`src/rtl/button_cmd_scheduler.sv`:
```
// button_cmd_scheduler: shared-tick debouncer for N buttons feeding a round-robin
// valid/ready command issuer toward the execution unit.
module button_cmd_scheduler #(
  parameter int N_BTN    = 4,
  parameter int TICK_DIV = 200000,
  parameter int SAMPLES  = 4,
  parameter int ID_W     = 2
) (
  input  logic             clk,
  input  logic             reset,
  input  logic [N_BTN-1:0] btn_in,
  input  logic             cmd_ready,
  output logic             cmd_valid,
  output logic [ID_W-1:0]  cmd_id,
  output logic [N_BTN-1:0] btn_level,
  output logic             overrun,
  output logic             tick
);
  localparam int CW = $clog2(TICK_DIV);
  logic [CW-1:0]      cnt;
  logic [N_BTN-1:0]   sync1, s, level_d, pending, rise, issue;
  logic [SAMPLES-1:0] hist [N_BTN];
  logic [SAMPLES-1:0] nh [N_BTN];
  logic [ID_W-1:0]    ptr, winner, ptr_next;
  logic               free, load;
  assign tick     = cnt == CW'(TICK_DIV - 1);
  assign rise     = btn_level & ~level_d;
  assign free     = ~cmd_valid | cmd_ready;
  assign load     = free & (|pending);
  assign issue    = load ? N_BTN'(1) << winner : '0;
  assign ptr_next = winner == ID_W'(N_BTN - 1) ? '0 : winner + 1'b1;
  always_comb begin
    for (int i = 0; i < N_BTN; i++) nh[i] = {hist[i][SAMPLES-2:0], s[i]};
  end
  // Scan downward so the lowest offset from ptr is assigned last and wins.
  always_comb begin
    winner = ptr;
    for (int k = N_BTN - 1; k >= 0; k--) begin
      automatic int j = (int'(ptr) + k) % N_BTN;
      if (pending[j]) winner = ID_W'(j);
    end
  end
  always_ff @(posedge clk or negedge reset) begin
    if (!reset) begin
      cnt       <= '0;
      sync1     <= '0;
      s         <= '0;
      level_d   <= '0;
      btn_level <= '0;
      pending   <= '0;
      overrun   <= 1'b0;
      cmd_valid <= 1'b0;
      cmd_id    <= '0;
      ptr       <= '0;
      for (int i = 0; i < N_BTN; i++) hist[i] <= '0;
    end else begin
      cnt     <= tick ? '0 : cnt + 1'b1;
      sync1   <= btn_in;
      s       <= sync1;
      level_d <= btn_level;
      if (tick)
        for (int i = 0; i < N_BTN; i++) begin
          hist[i]      <= nh[i];
          btn_level[i] <= &nh[i] ? 1'b1 : (|nh[i] ? btn_level[i] : 1'b0);
        end
      pending <= (pending & ~issue) | rise;
      overrun <= |(rise & pending & ~issue);
      if (free) cmd_valid <= |pending;
      if (load) begin
        cmd_id <= winner;
        ptr    <= ptr_next;
      end
    end
  end
endmodule

```
`config.mk`:
```
export PLATFORM = sky130hd
export DESIGN_NAME = button_cmd_scheduler
export DESIGN_NICKNAME = d
export VERILOG_FILES = /design/src/rtl/button_cmd_scheduler.sv
export SDC_FILE = /design/constraint.sdc
export NUM_CORES = 1
export LEC_CHECK = 0
export CORE_ASPECT_RATIO = 1.2
export CORE_MARGIN = 1
export CORE_UTILIZATION = 60
export CTS_CLUSTER_SIZE = 30
export DETAILED_ROUTE_END_ITERATION = 16
export DONT_BUFFER_PORTS = 1
export GPL_ROUTABILITY_DRIVEN = 1
export MAX_ROUTING_LAYER = met4
export PLACE_DENSITY_LB_ADDON = 0.2
export SKIP_CTS_REPAIR_TIMING = 1
export SYNTH_ARGS = -nofsm -noshare
export SYNTH_HDL_FRONTEND = slang
export SYNTH_SLANG_ARGS = --single-unit
```
`constraint.sdc`:
```
create_clock -name clk -period 3.1 [get_ports clk]
set_clock_uncertainty 0.1 [all_clocks]
set_input_delay 0.465 -clock clk [delete_from_list [all_inputs] [get_ports clk]]
set_output_delay 0.465 -clock clk [all_outputs]
set_load 0.02 [all_outputs]
```
# After elaboration in Yosys (flattened, before gate mapping)
# Index checks and enable logic that the tools add are counted.
totals:
  ff_bits: 56
  in_bits: 7
  output_inout_bits: 9
  word_cells: 89
classes:
  add_sub_neg: 5
  n_lt_le_gt_ge: 4
  n_eq_ne: 6
  shifts: 1
  n_mux: 26
  bitwise: 13
  reduce_logical: 17
op_table:
  columns: ["op", "count"]
  rows:
  - ["$reduce_or A4 Y1", 6]
  - ["$add A18 B1 Y18 const B", 1]
  - ["$eq A18 B18 Y1 const B", 1]
  - ["$mux W18", 1]
  - ["$and A4 B4 Y4", 4]
  - ["$reduce_and A4 Y1", 4]
  - ["$mux W1", 15]
  - ["$lt A3 B4 Y1 const B", 3]
  - ["$mux W2", 5]
  - ["$bmux W1 S2", 4]
  - ["$ne A2 B2 Y1 const B", 4]
  - ["$not A4 Y4", 2]
  - ["$reduce_and A2 Y1", 4]
  - ["$reduce_or A2 Y1", 3]
  - ["$add A2 B1 Y2 const B", 2]
  - ["$add A2 B2 Y2 const B", 2]
  - ["$mux W4", 1]
  - ["$or A4 B4 Y4", 1]
  - ["$shl A1 B2 Y4 const A", 1]
  - ["$and A1 B1 Y1 const A", 3]
  - ["$lt A2 B3 Y1 const B", 1]
  - ["$eq A2 B2 Y1 const B", 1]
  - ["$and A1 B1 Y1", 1]
  - ["$not A1 Y1", 1]
  - ["$or A1 B1 Y1", 1]

# Logic depth before layout (Yosys ltp)
logic_depth:
  depth_word: 15
  depth_mapped: 8
  depth_no_buf: 8

# Worst setup path before layout
# Ideal clock, no wire load.
synth_path:
  path_kind: "reg-to-reg"
  startpoint: "reg ptr[1]"
  endpoint: "reg overrun"
  setup_ns: 0.090
  arrival_ns: 1.716
  t_required_ns: 2.910
  path_slack_ns: 1.194
  path_stages_with_launch: 8
  path_buffers: 0
  period_less_slack_ns: 1.906
  path_cell_list: "dfrtp_1 -> nor3b_1 -> a2111oi_0 -> nor2_1 -> ha_1 -> a2111oi_0 -> a41oi_1 -> o221ai_1"
synth_via:
  elab_chain_len: 13
  word_cells_on_any_way: 23
  classes_between: "add/sub: 3; shift: 1; mux: 16; bitwise: 2; reduce/logical: 1"
synth_rtl:
  columns: ["element", "line", "rtl"]
  rows:
  - ["start: declaration", "24", "logic [ID_W-1:0] ptr, winner, ptr_next;"]
  - ["start signal: assignment", "71", "ptr <= ptr_next;"]
  - ["$add A2 B2 Y2", "39", "automatic int j = (int'(ptr) + k) % N_BTN;"]
  - ["$bmux W1 S2", "40", "if (pending[j]) winner = ID_W'(j);"]
  - ["$mux W1 (not written as such) (2 in series)", "40", null]
  - ["$mux W2 (3 in series)", "40", null]
  - ["$mux W2 *", "40", null]
  - ["named net winner[1]", "24", null]
  - ["$shl A1 B2 Y4 *", "30", "assign issue = load ? N_BTN'(1) << winner : '0;"]
  - ["$mux W4 *", "30", null]
  - ["$not A4 Y4 *", "67", "overrun <= |(rise & pending & ~issue);"]
  - ["$and A4 B4 Y4 *", "67", null]
  - ["$reduce_or A4 Y1 *", "67", null]
  - ["end signal: assignment", "67", null]
  - ["end: declaration", "16", "output logic overrun,"]
# The timed path passes the listed nets; every way through them passes the cells marked *. The select of a mux whose other input is x is not followed.
# A chain may end at the register's enable or synchronous reset.

# Worst setup path after layout
layout_path:
  startpoint: "reg cnt[0]"
  endpoint: "out tick"
layout_via:
  elab_chain_len: 1
layout_rtl:
  columns: ["element", "line", "rtl"]
  rows:
  - ["start: declaration", "20", "logic [CW-1:0] cnt;"]
  - ["start signal: assignment", "57", "cnt <= tick ? '0 : cnt + 1'b1;"]
  - ["$eq A18 B18 Y1", "26", "assign tick = cnt == CW'(TICK_DIV - 1);"]
  - ["end: declaration", "17", "output logic tick"]
# Every way passes these cells.

==> run_results.csv <==
group,metric,value,unit
setup_path,required,2.53,ns
power_and_ir_drop,intPower,1.07,mW
yosys,syn_area,0.00245,mm2
yosys,yosysUniqueCellTypes,41,
route,routed_wirelength,4.07,mm
clocking,clkLatencyLatePin,0.31,ns
clocking,cts_root_buffer,"clkbuf_8",
setup_path,arrival,2.04,ns
setup_path,cp_slowest_stage_delay,0.60,ns
route,drt_iter0_markers,45,
flow_run,drv_cap,0,
clocking,clock_path_buffers,2,
layout,fillerInstances,314,
worst_hold_path,hold_end,"sync1[0]$_DFF_PN0_",
setup_path,reg2reg_to,"hist[10]$_DFFE_PN0P_",
layout,mostFrequentLayoutCell,"dfrtp_1",
layout,layout_common_cells,"56 x dfrtp_1, 16 x mux2_2, 13 x nand2_1, 13 x nor2_1, 12 x nand3_1",
setup_path,cp.depth,4,
setup_path,worst-path-buf-inv,0,
placement,gp_congestion,0.734,
setup_path,reg2reg_from,"cnt[0]$_DFF_PN0_",
setup_path,crit_chain,"ha_1 > and4_1 > nand2_2 > nor2_4",
route,vias,1495,
layout,antennaDiodeCount,0,
setup_path,worst-path-max-fanout,22,
status,outcome,"finished clean",
route,wl_per_cell,15.5,um
clocking,cts_sinks,56,
die,pin_count,16,
yosys,synth_edf_count,0,
layout,syn2layout_area_growth,7.55,%
clocking,h-tree-depth,2,
clocking,clkTransAtPathRegs,0.10,ns
worst_hold_path,hold_path_depth,0,
layout,regArea,0.00140,mm2
yosys,netlist_instances,203,
worst_hold_path,holdCritPathClass,"in -> reg",
yosys,yosysWarnings,0,
setup_path,critPathKind,"reg -> out",
global_routing,grt_pass1_wl,6.94,mm
global_routing,top_usage_layer,"met2",
timing,hold_violations,0,
global_routing,grt_util_met2,0.385,
clocking,numCtsBuffers,5,
global_routing,grt_pass1_vias,1581,
yosys,synthArstFlopShare,1.00,
placement,dp.final_hpwl,2.92,mm
global_routing,antenna_found_initial,0,
timing,fmax,384,MHz
power_and_ir_drop,switchingPower,0.357,mW
global_routing,grt_overflow,0,
setup_path,path_delay_family,"simple AND/OR/NAND/NOR gates",
yosys,synth_nets,215,
layout,drive_above_1_share,0.163,
power_and_ir_drop,clockPowerShare,0.328,
power_and_ir_drop,irDropWorstVdd,0.328,mV
timing,min_period,2.60,ns
yosys,ys_seq_area_frac,0.571,
power_and_ir_drop,pwr-share-comb,0.104,
setup_path,critPathCaptureType,"output port",
timing,tns,0,ns
die,die_area,0.00435,mm2
global_routing,met1_usage,0.247,
timing,rsz0062_at_grt,"false",
layout,fin_nets,220,
die,die_h,72.1,um
die,rows,25,
worst_hold_path,min_from,"btn_in[0]",
route,via_per_inst,5.68,
yosys,yosys_most_used_dff,"dfrtp_1",
timing,setup_viol,0,
global_routing,use_met3,0.0517,
clocking,cts_tree,"built",
power_and_ir_drop,switching_share,0.250,
global_routing,grt_usage,0.223,
layout,multi_input_area,991,um2
setup_path,regToRegSetupSlack,0.76,ns
setup_path,slowest_stage,"nor2_4",
setup_path,worst_setup_path_start_kind,"register",
setup_path,reg2reg_depth,5,
power_and_ir_drop,leakage,1.24,nW
placement,io_buffers,0,
yosys,avgSynthCellArea,12.1,um2
yosys,ys_ff_latch,56,
timing,tightest_slew,0.692,ns
die,initial_utilization,0.623,
die,fp.dieW,60.4,um
power_and_ir_drop,powerDensity,541,mW/mm2
route,firstDrtPassIters,4,
timing,relSlewSlack,0.538,
timing,fin_crit_sh,0.839,
die,core,0.00394,mm2
route,ant_nets,0,
global_routing,grt_max_degree,57,
power_and_ir_drop,seq_power_share,0.568,
timing,slew_viol_final,0,
route,drc,0,
timing,finalHoldWorstSlack,0.0712,ns
power_and_ir_drop,power,1.43,mW
==> flip-flops by register name, summed over array words and instances (netlist names) <==
register / count
pending: 4
sync1: 4
hist: 12
cnt: 18
s: 4
ptr: 2
level_d: 4
btn_level: 4
overrun: 1
cmd_id: 2
cmd_valid: 1
==> per-stage QoR <==
stage                     setup slack, ns  cell area, um2  cells   util
final                               0.498            2640    263  0.670
after global placement              0.857            2490    253  0.632
after CTS                           0.479            2600    261  0.660
after floorplan                      1.19            2450    203      -
after detailed placement            0.762            2490    253  0.632
after global routing                0.325            2640    263  0.670
==> cell usage after synthesis (2+ instances only) <==
| cell | instances | area [um2] |
|---|---|---|
| ha_1 | 5 | 62.6 |
| nand3_2 | 2 | 20.0 |
| xnor2_1 | 6 | 52.6 |
| and4_1 | 3 | 26.3 |
| dfrtp_1 | 56 | 1400 |
| nor4_1 | 2 | 12.5 |
| and4bb_2 | 2 | 25.0 |
| nor2b_1 | 4 | 25.0 |
| nand3_1 | 12 | 60.1 |
| a2111oi_0 | 2 | 17.5 |
| nand2b_1 | 5 | 31.3 |
| xor2_1 | 8 | 70.1 |
| nand2_1 | 13 | 48.8 |
| or3_1 | 4 | 25.0 |
| o31a_1 | 4 | 35.0 |
| nor2_1 | 13 | 48.8 |
| nand4_1 | 6 | 37.5 |
| a21oi_1 | 2 | 10.0 |
| o22a_1 | 4 | 35.0 |
| nor3_1 | 4 | 20.0 |
| inv_1 | 8 | 30.0 |
| buf_4 | 2 | 15.0 |
| mux2_2 | 16 | 180 |
| o21ai_0 | 3 | 15.0 |
==> cell families (layout without fill, tap and decap cells) <==
| logic type | Yosys count | in the layout | synth area share |
|---|---|---|---|
| and+or+nand+nor | 78 | 78 | 0.185 |
| DFF | 56 | 56 | 0.571 |
| AOI/OAI and AO/OA | 22 | 22 | 0.0699 |
| muxes | 16 | 16 | 0.0734 |
| xor gates and xnor gates | 14 | 14 | 0.0500 |
| buffers and inverters | 12 | 18 | 0.0250 |
| adders and majority gates | 5 | 5 | 0.0255 |
==> metal layers <==
metal | routed length [um] | up-vias
li1 | - | 732
met1 | 1750 | 728
met2 | 2130 | 29
met3 | 133 | 6
met4 | 57 | 0
met5 | 0 | -
==> worst max-delay path by stage <==
stage                             startpoint                    to  slack [ns]
after floorplan           ptr[1]$_DFFE_PN0N_     overrun$_DFF_PN0_        1.19
after global placement      cnt[0]$_DFF_PN0_  hist[12]$_DFFE_PN0P_        0.86
after detailed placement    cnt[0]$_DFF_PN0_  hist[10]$_DFFE_PN0P_        0.76
after CTS                   cnt[0]$_DFF_PN0_                  tick        0.48
after global routing        cnt[0]$_DFF_PN0_                  tick        0.33
final                       cnt[0]$_DFF_PN0_                  tick        0.50
==> layout make-up <==
class / instances / share of cell area
multi-input cells: 135 / 0.376
flip-flops and latches: 56 / 0.531
repair buffers: 2 / 0.0142
clock buffers: 6 / 0.0275
inverters: 8 / 0.0114
well taps: 54 / 0.0256
clock inverters: 2 / 0.0147
==> power by group through the flow <==
stage	clock network (mW)	logic [mW]	registers, mW
finish	0.468	0.148	0.811
global route	0.508	0.174	0.815
CTS	0.490	0.131	0.811
detailed placement	0	0.131	0.826
global placement	0	0.120	0.821
floorplan	0	0.103	0.815
Note: power is estimated with default switching activity, not from simulation.
